$ cat config.mk
export PLATFORM = sky130hd
export DESIGN_NAME = rgmii_rx_delay_cal
export DESIGN_NICKNAME = d
export VERILOG_FILES = /design/src/rtl/rgmii_rx_delay_cal.sv
export SDC_FILE = /design/constraint.sdc
export NUM_CORES = 1
export LEC_CHECK = 0
export BUFFER_PORTS_ARGS = -buffer_cell sky130_fd_sc_hd__buf_2
export CORE_MARGIN = 2
export CORE_UTILIZATION = 57
export CTS_CLUSTER_DIAMETER = 150
export DETAILED_ROUTE_END_ITERATION = 16
export PLACE_DENSITY = 0.75
export SLEW_MARGIN = 20
export SYNTH_ARGS = -nofsm -noshare
export SYNTH_HDL_FRONTEND = slang
export SYNTH_SLANG_ARGS = --single-unit
$ cat constraint.sdc
create_clock -name gmii_rx_clk -period 6.4 [get_ports gmii_rx_clk]
set_input_delay 0.64 -clock gmii_rx_clk [delete_from_list [all_inputs] [get_ports gmii_rx_clk]]
set_output_delay 0.64 -clock gmii_rx_clk [all_outputs]
set_load 0.01 [all_outputs]
$ cat src/rtl/rgmii_rx_delay_cal.sv
// RGMII receive IDELAY calibration: sweeps taps, checks preamble/SFD
// framing at each point, and centers the delay in the widest good window.
module rgmii_rx_delay_cal #(
  parameter int TAP_STEP       = 32,
  parameter int TAP_MAX        = 511,
  parameter int FRAMES_PER_TAP = 4,
  parameter int TIMEOUT        = 65536,
  parameter int MIN_WIN        = 3
) (
  input  logic       gmii_rx_clk,
  input  logic       RES_N,
  input  logic       cal_start,
  input  logic       idelay_rdy,
  input  logic       gmii_rx_dv,
  input  logic [7:0] gmii_rxd,
  output logic       dly_load,
  output logic [8:0] dly_cntvalue,
  output logic       cal_busy,
  output logic       cal_done,
  output logic       cal_fail,
  output logic [8:0] cal_tap
);

  typedef enum logic [3:0] {
    IDLE, WAIT_RDY, LOAD, SETTLE, MEASURE,
    EVAL, CENTER, DONE, FAIL
  } state_t;

  state_t      state, state_n;
  logic        rdy_m, rdy_s;
  logic        dv_q, fr_act, pass_q;
  logic [3:0]  settle_cnt, pre_cnt, pcnt;
  logic [15:0] good_cnt;
  logic [31:0] to_cnt;
  logic [8:0]  sweep_tap, run_start, best_start;
  logic [8:0]  ext_start, cnt_q, center;
  logic [9:0]  run_len, best_len, ext_len;
  logic [10:0] nxt_tap;
  logic        parsing, fr_good, fr_bad, fr_cont;
  logic        timeout, pt_pass, pt_done;
  logic        last_pt, win_ok, start_ok, rdy_lost;

  assign start_ok = cal_start &&
    (state == IDLE || state == DONE || state == FAIL);
  assign rdy_lost = !rdy_s &&
    (state == LOAD || state == SETTLE ||
     state == MEASURE || state == EVAL);

  // A frame is only parsed from a dv rising edge seen in MEASURE
  assign parsing = fr_act | (gmii_rx_dv & ~dv_q);
  assign pcnt    = fr_act ? pre_cnt : 4'd0;

  always_comb begin
    fr_good = 1'b0;
    fr_bad  = 1'b0;
    fr_cont = 1'b0;
    if (state == MEASURE && parsing) begin
      unique case (1'b1)
        !gmii_rx_dv:
          fr_bad = 1'b1;
        gmii_rx_dv && gmii_rxd == 8'h55: begin
          if (pcnt == 4'd7) fr_bad = 1'b1;
          else fr_cont = 1'b1;
        end
        gmii_rx_dv && gmii_rxd == 8'hD5: begin
          if (pcnt == 4'd0) fr_bad = 1'b1;
          else fr_good = 1'b1;
        end
        default:
          fr_bad = 1'b1;
      endcase
    end
  end

  assign timeout = to_cnt == 32'(TIMEOUT - 1);
  assign pt_pass = fr_good &&
    good_cnt == 16'(FRAMES_PER_TAP - 1);
  assign pt_done = pt_pass | fr_bad | timeout;

  assign ext_len   = pass_q ? run_len + 10'd1 : run_len;
  assign ext_start = (pass_q && run_len == 10'd0) ?
    sweep_tap : run_start;
  assign nxt_tap   = {2'b00, sweep_tap} + 11'(TAP_STEP);
  assign last_pt   = nxt_tap > 11'(TAP_MAX);
  assign win_ok    = best_len >= 10'(MIN_WIN);
  assign center    = best_start + 9'(
    ((32'(best_len) - 32'd1) * 32'(TAP_STEP)) >> 1);

  always_comb begin
    state_n = state;
    if (start_ok || rdy_lost) begin
      state_n = WAIT_RDY;
    end else begin
      case (state)
        WAIT_RDY: if (rdy_s) state_n = LOAD;
        LOAD:     state_n = SETTLE;
        SETTLE:   if (settle_cnt == 4'd15) state_n = MEASURE;
        MEASURE:  if (pt_done) state_n = EVAL;
        EVAL:     state_n = last_pt ? CENTER : LOAD;
        CENTER:   state_n = win_ok ? DONE : FAIL;
        default:  state_n = state;
      endcase
    end
  end

  always_comb begin
    dly_load     = (state == LOAD) || (state == CENTER);
    dly_cntvalue = cnt_q;
    if (state == LOAD) dly_cntvalue = sweep_tap;
    else if (state == CENTER) dly_cntvalue = win_ok ? center : 9'd0;
  end

  assign cal_busy = !(state == IDLE || state == DONE ||
                      state == FAIL);
  assign cal_done = state == DONE;
  assign cal_fail = state == FAIL;

  always_ff @(posedge gmii_rx_clk or negedge RES_N) begin
    if (!RES_N) state <= IDLE;
    else state <= state_n;
  end

  always_ff @(posedge gmii_rx_clk or negedge RES_N) begin
    if (!RES_N) begin
      rdy_m      <= 1'b0;
      rdy_s      <= 1'b0;
      dv_q       <= 1'b0;
      fr_act     <= 1'b0;
      pass_q     <= 1'b0;
      settle_cnt <= '0;
      pre_cnt    <= '0;
      good_cnt   <= '0;
      to_cnt     <= '0;
      sweep_tap  <= '0;
      run_start  <= '0;
      run_len    <= '0;
      best_start <= '0;
      best_len   <= '0;
      cnt_q      <= '0;
      cal_tap    <= '0;
    end else begin
      rdy_m <= idelay_rdy;
      rdy_s <= rdy_m;
      dv_q  <= gmii_rx_dv;
      cnt_q <= dly_cntvalue;
      if (start_ok || rdy_lost) begin
        sweep_tap  <= '0;
        run_start  <= '0;
        run_len    <= '0;
        best_start <= '0;
        best_len   <= '0;
        fr_act     <= 1'b0;
      end else begin
        case (state)
          LOAD: settle_cnt <= '0;
          SETTLE: begin
            settle_cnt <= settle_cnt + 4'd1;
            good_cnt   <= '0;
            to_cnt     <= '0;
            fr_act     <= 1'b0;
          end
          MEASURE: begin
            to_cnt <= to_cnt + 32'd1;
            fr_act <= fr_cont;
            if (fr_cont) pre_cnt <= pcnt + 4'd1;
            if (fr_good) good_cnt <= good_cnt + 16'd1;
            if (pt_done) pass_q <= pt_pass;
          end
          EVAL: begin
            // Close the run on a failing point or at sweep end
            if (!pass_q || last_pt) begin
              if (ext_len > best_len) begin
                best_len   <= ext_len;
                best_start <= ext_start;
              end
              run_len <= '0;
            end else begin
              run_len   <= ext_len;
              run_start <= ext_start;
            end
            if (!last_pt) sweep_tap <= nxt_tap[8:0];
          end
          CENTER: cal_tap <= win_ok ? center : 9'd0;
          default: ;
        endcase
      end
    end
  end

endmodule

==> reports/metrics.csv <==
stage;metric;value;unit
detailed_routing;Iteration-0 DRC Markers;527;
worst_setup_path;nature of the critical path endpoint;primary output;
cts;Setup Buffers After CTS;0;
cells_and_area;Filler cells;928;
worst_setup_path;worst path required time;5.76;ns
detailed_routing;routed vias/inst;6.20;
synth;Yosys top cell by area;dfrtp_1;
detailed_routing;Wirelength per Cell;17.4;µm
sta;setup violators final;0;
synth;post-synth top area share;0.457;
cells_and_area;Reg area;3130;µm²
detailed_routing;Final ANT Viol Nets;0;
cells_and_area;commonest non-fill, non-tap cells in the layout;dfrtp_1 (125), nand2_1 (56), nor2_1 (52);
cts;Num CTS Buffers;17;
cells_and_area;synth-to-layout area growth;12.4;%
die;row cnt;40;
die;core footprint;11900;µm²
detailed_routing;Initial DRT Pass Iterations;5;
power;Pwr per Cell Area;229;nW/µm²
sta;Setup TNS Final;0;ns
cells_and_area;Nets;767;
global_routing;M3 GR Usage;0.0627;
die;initial core utilization;0.577;
cells_and_area;n_diodes;0;
cts;Clk pin slew, worst setup/hold paths;0.06;ns
worst_setup_path;crit path to;dly_cntvalue[8];
global_routing;first-pass GRT wire length;26100;µm
sta;Hold Violations, Final;0;
sta;Peak Freq;0.261;GHz
worst_setup_path;Reg2Reg Setup Slack;2.74;ns
worst_setup_path;critical path's largest stage delay;0.84;ns
cts;CTS tree;done;
worst_setup_path;worst reg2reg startpoint;pass_q$_DFFE_PN0P_;
global_routing;vias in the first global route;5397;
global_routing;gr ovfl total;0;
die;die width;114;µm
die;Chip Height;114;µm
detailed_routing;total wire length;15500;µm
synth;Synth Flop Type;dfrtp_1;
worst_setup_path;crit start category;flop;
global_routing;global route hottest layer;met2;
worst_setup_path;slowest CP cell;nor2_1;
global_routing;largest net degree at the start of global routing;86;
cts;maximum root-to-sink buffer count;2;
cts;Skew-Pair Late Insertion Delay;0.42;ns
place;pre-CTS WS;2.80;ns
cts;Root Buffer Master;clkbuf_16;
worst_setup_path;Critical Path Fanout Max;21;
sta;min Tclk post-route;3.83;ns
synth;Mapped Avg Cell Area;9.67;µm²
sta;Worst slew margin;0.388;
cts;Post-CTS Hold Buffers;0;
worst_setup_path;Crit path arrival time;3.19;ns
cts;CTS Sinks;125;
sta;Worst Max-Slew Pin Slew;0.915;ns
synth;Unique masters post-synth;62;
worst_setup_path;R2R depth;9;
sta;Final period util;0.598;
worst_setup_path;kind of critical path;reg2out;
place;IO Port Bufs;34;
worst_setup_path;crit-path cells;nor2b_1 > nand3_1 > nor2_1 > inv_1 > o21ai_0 > buf_2;
worst_hold_path;HP Class;in2async;
synth;Post-Syn Area;6850;µm²
synth;warnings from Yosys;0;
run_status;status;completed;
job;max_cap viols;0;
detailed_routing;DR vias;5515;
sta;Slew Limit Fails;0;
place;hpwl dp;10600;µm
place;global placement routability congestion;0.968;
sta;clk_skew;0.00498;ns
worst_setup_path;FF-to-FF End;best_start[6]$_DFFE_PN0P_;
cells_and_area;multi-input logic area;3470;µm²
worst_setup_path;Worst setup startpoint;state[2]$_DFFE_PN0P_;
cts;post-cts resize count;0;
cells_and_area;Design Area, Final;7700;µm²
synth;post-synthesis sequential area ratio;0.457;
cells_and_area;most common cell after layout, fill and taps aside;dfrtp_1;
synth;Synth Register Bits;125;
synth;Cells after Synth;708;
detailed_routing;DRC viols;0;
synth;EDFF count, synth;0;
die;I/O pin count;35;
global_routing;Global Route Usage Sum;0.256;
power;leakage power;3.50;nW
synth;Syn Nets;746;
place;dpl cell area;7100;µm²
global_routing;GR Layer Usage met1;0.329;
power;Max rail drop VDD;216;µV
global_routing;initial antenna violation count;0;
sta;post-route setup slack;2.57;ns
die;die area;12900;µm²
cells_and_area;share of layout cells above drive strength 1;0.124;
synth;ranking of synthesized cells by area;dfrtp_1 (46%), ha_1 (4.4%), a21oi_1 (3.4%);
global_routing;Global Route met2 Usage;0.432;
synth;asr flop ratio synth;1.00;
sta;RSZ-0062 raised after global routing;false;
cts;H-tree depth;4;
[worst max-delay path: cells and delay by family (launching register included)]
kind            cells  cell delay (ns)
simple gates        3             1.50
flops               1             0.74
buf+inv             2             0.29
compound gates      1             0.25
[cells by family after synthesis]
group,share of synthesized area
xor+xnor,0.0525
mux,0.0318
simple gates,0.215
flops,0.457
fa+ha+maj,0.0468
compound gates,0.157
buf+inv,0.0395
[how the worst min path moves through the flow]
stage                               start                  endpoint  depth (start not counted)
after floorplan           rdy_m$_DFF_PN0_           rdy_s$_DFF_PN0_                          0
after global placement    rdy_m$_DFF_PN0_           rdy_s$_DFF_PN0_                          0
after detailed placement  rdy_m$_DFF_PN0_           rdy_s$_DFF_PN0_                          0
after CTS                           RES_N    pre_cnt[3]$_DFFE_PN0P_                          1
after global routing                RES_N    pre_cnt[3]$_DFFE_PN0P_                          1
final                               RES_N  good_cnt[13]$_DFFE_PN0P_                          1
[where the power goes]
group          switching, mW  internal (mW)  leakage [nW]
logic                 0.0178        0.00458          1.52
registers           0.000787          0.792          1.70
clock network          0.361          0.584         0.276
[cells in the mapped netlist (6+ instances only)]
cell	count
a211oi_1	8
a21o_1	7
a21oi_1	46
a22o_1	20
and2_1	6
and3_1	19
buf_2	6
clkbuf_1	29
dfrtp_1	125
ha_1	24
inv_1	34
mux2i_1	15
nand2_1	56
nand3_1	28
nand4_1	24
nor2_1	53
nor3_1	13
nor4_1	7
o21ai_0	28
o21ai_1	6
o31ai_1	17
or3_1	8
or4_1	20
xnor2_1	17
xor2_1	24
[per-layer routing]
| metal | wire length (µm) | up-vias |
|---|---|---|
| met4 | 195 | 0 |
| met5 | 0 | - |
| met2 | 7940 | 140 |
| met1 | 6730 | 2723 |
| met3 | 609 | 19 |
| li1 | - | 2633 |
[layout make-up]
| cell class | instances | area share |
|---|---|---|
| Multi-Input combinational cell | 513 | 0.451 |
| Sequential cell | 125 | 0.406 |
| Clock buffer | 19 | 0.0576 |
| Timing Repair Buffer | 37 | 0.0258 |
| Tap cell | 147 | 0.0239 |
| Clock inverter | 13 | 0.0182 |
| Inverter | 35 | 0.0171 |
[state kept, by name, indices dropped and copies added (netlist names)]
name        cells
to_cnt         32
good_cnt       16
best_len       10
run_len        10
best_start      9
cal_tap         9
cnt_q           9
run_start       9
pre_cnt         4
settle_cnt      4
state           4
sweep_tap       4
dv_q            1
fr_act          1
pass_q          1
rdy_m           1
rdy_s           1
[stage by stage]
step,hold slack [ns],util,power [mW],instances
after CTS,0.205,0.647,1.78,889
after floorplan,0.331,-,0.809,708
after global placement,0.333,0.598,0.829,857
after detailed placement,0.340,0.598,0.830,857
after global routing,0.229,0.649,1.82,889
final,0.199,0.649,1.76,889
(Power assumes the default switching activity.)
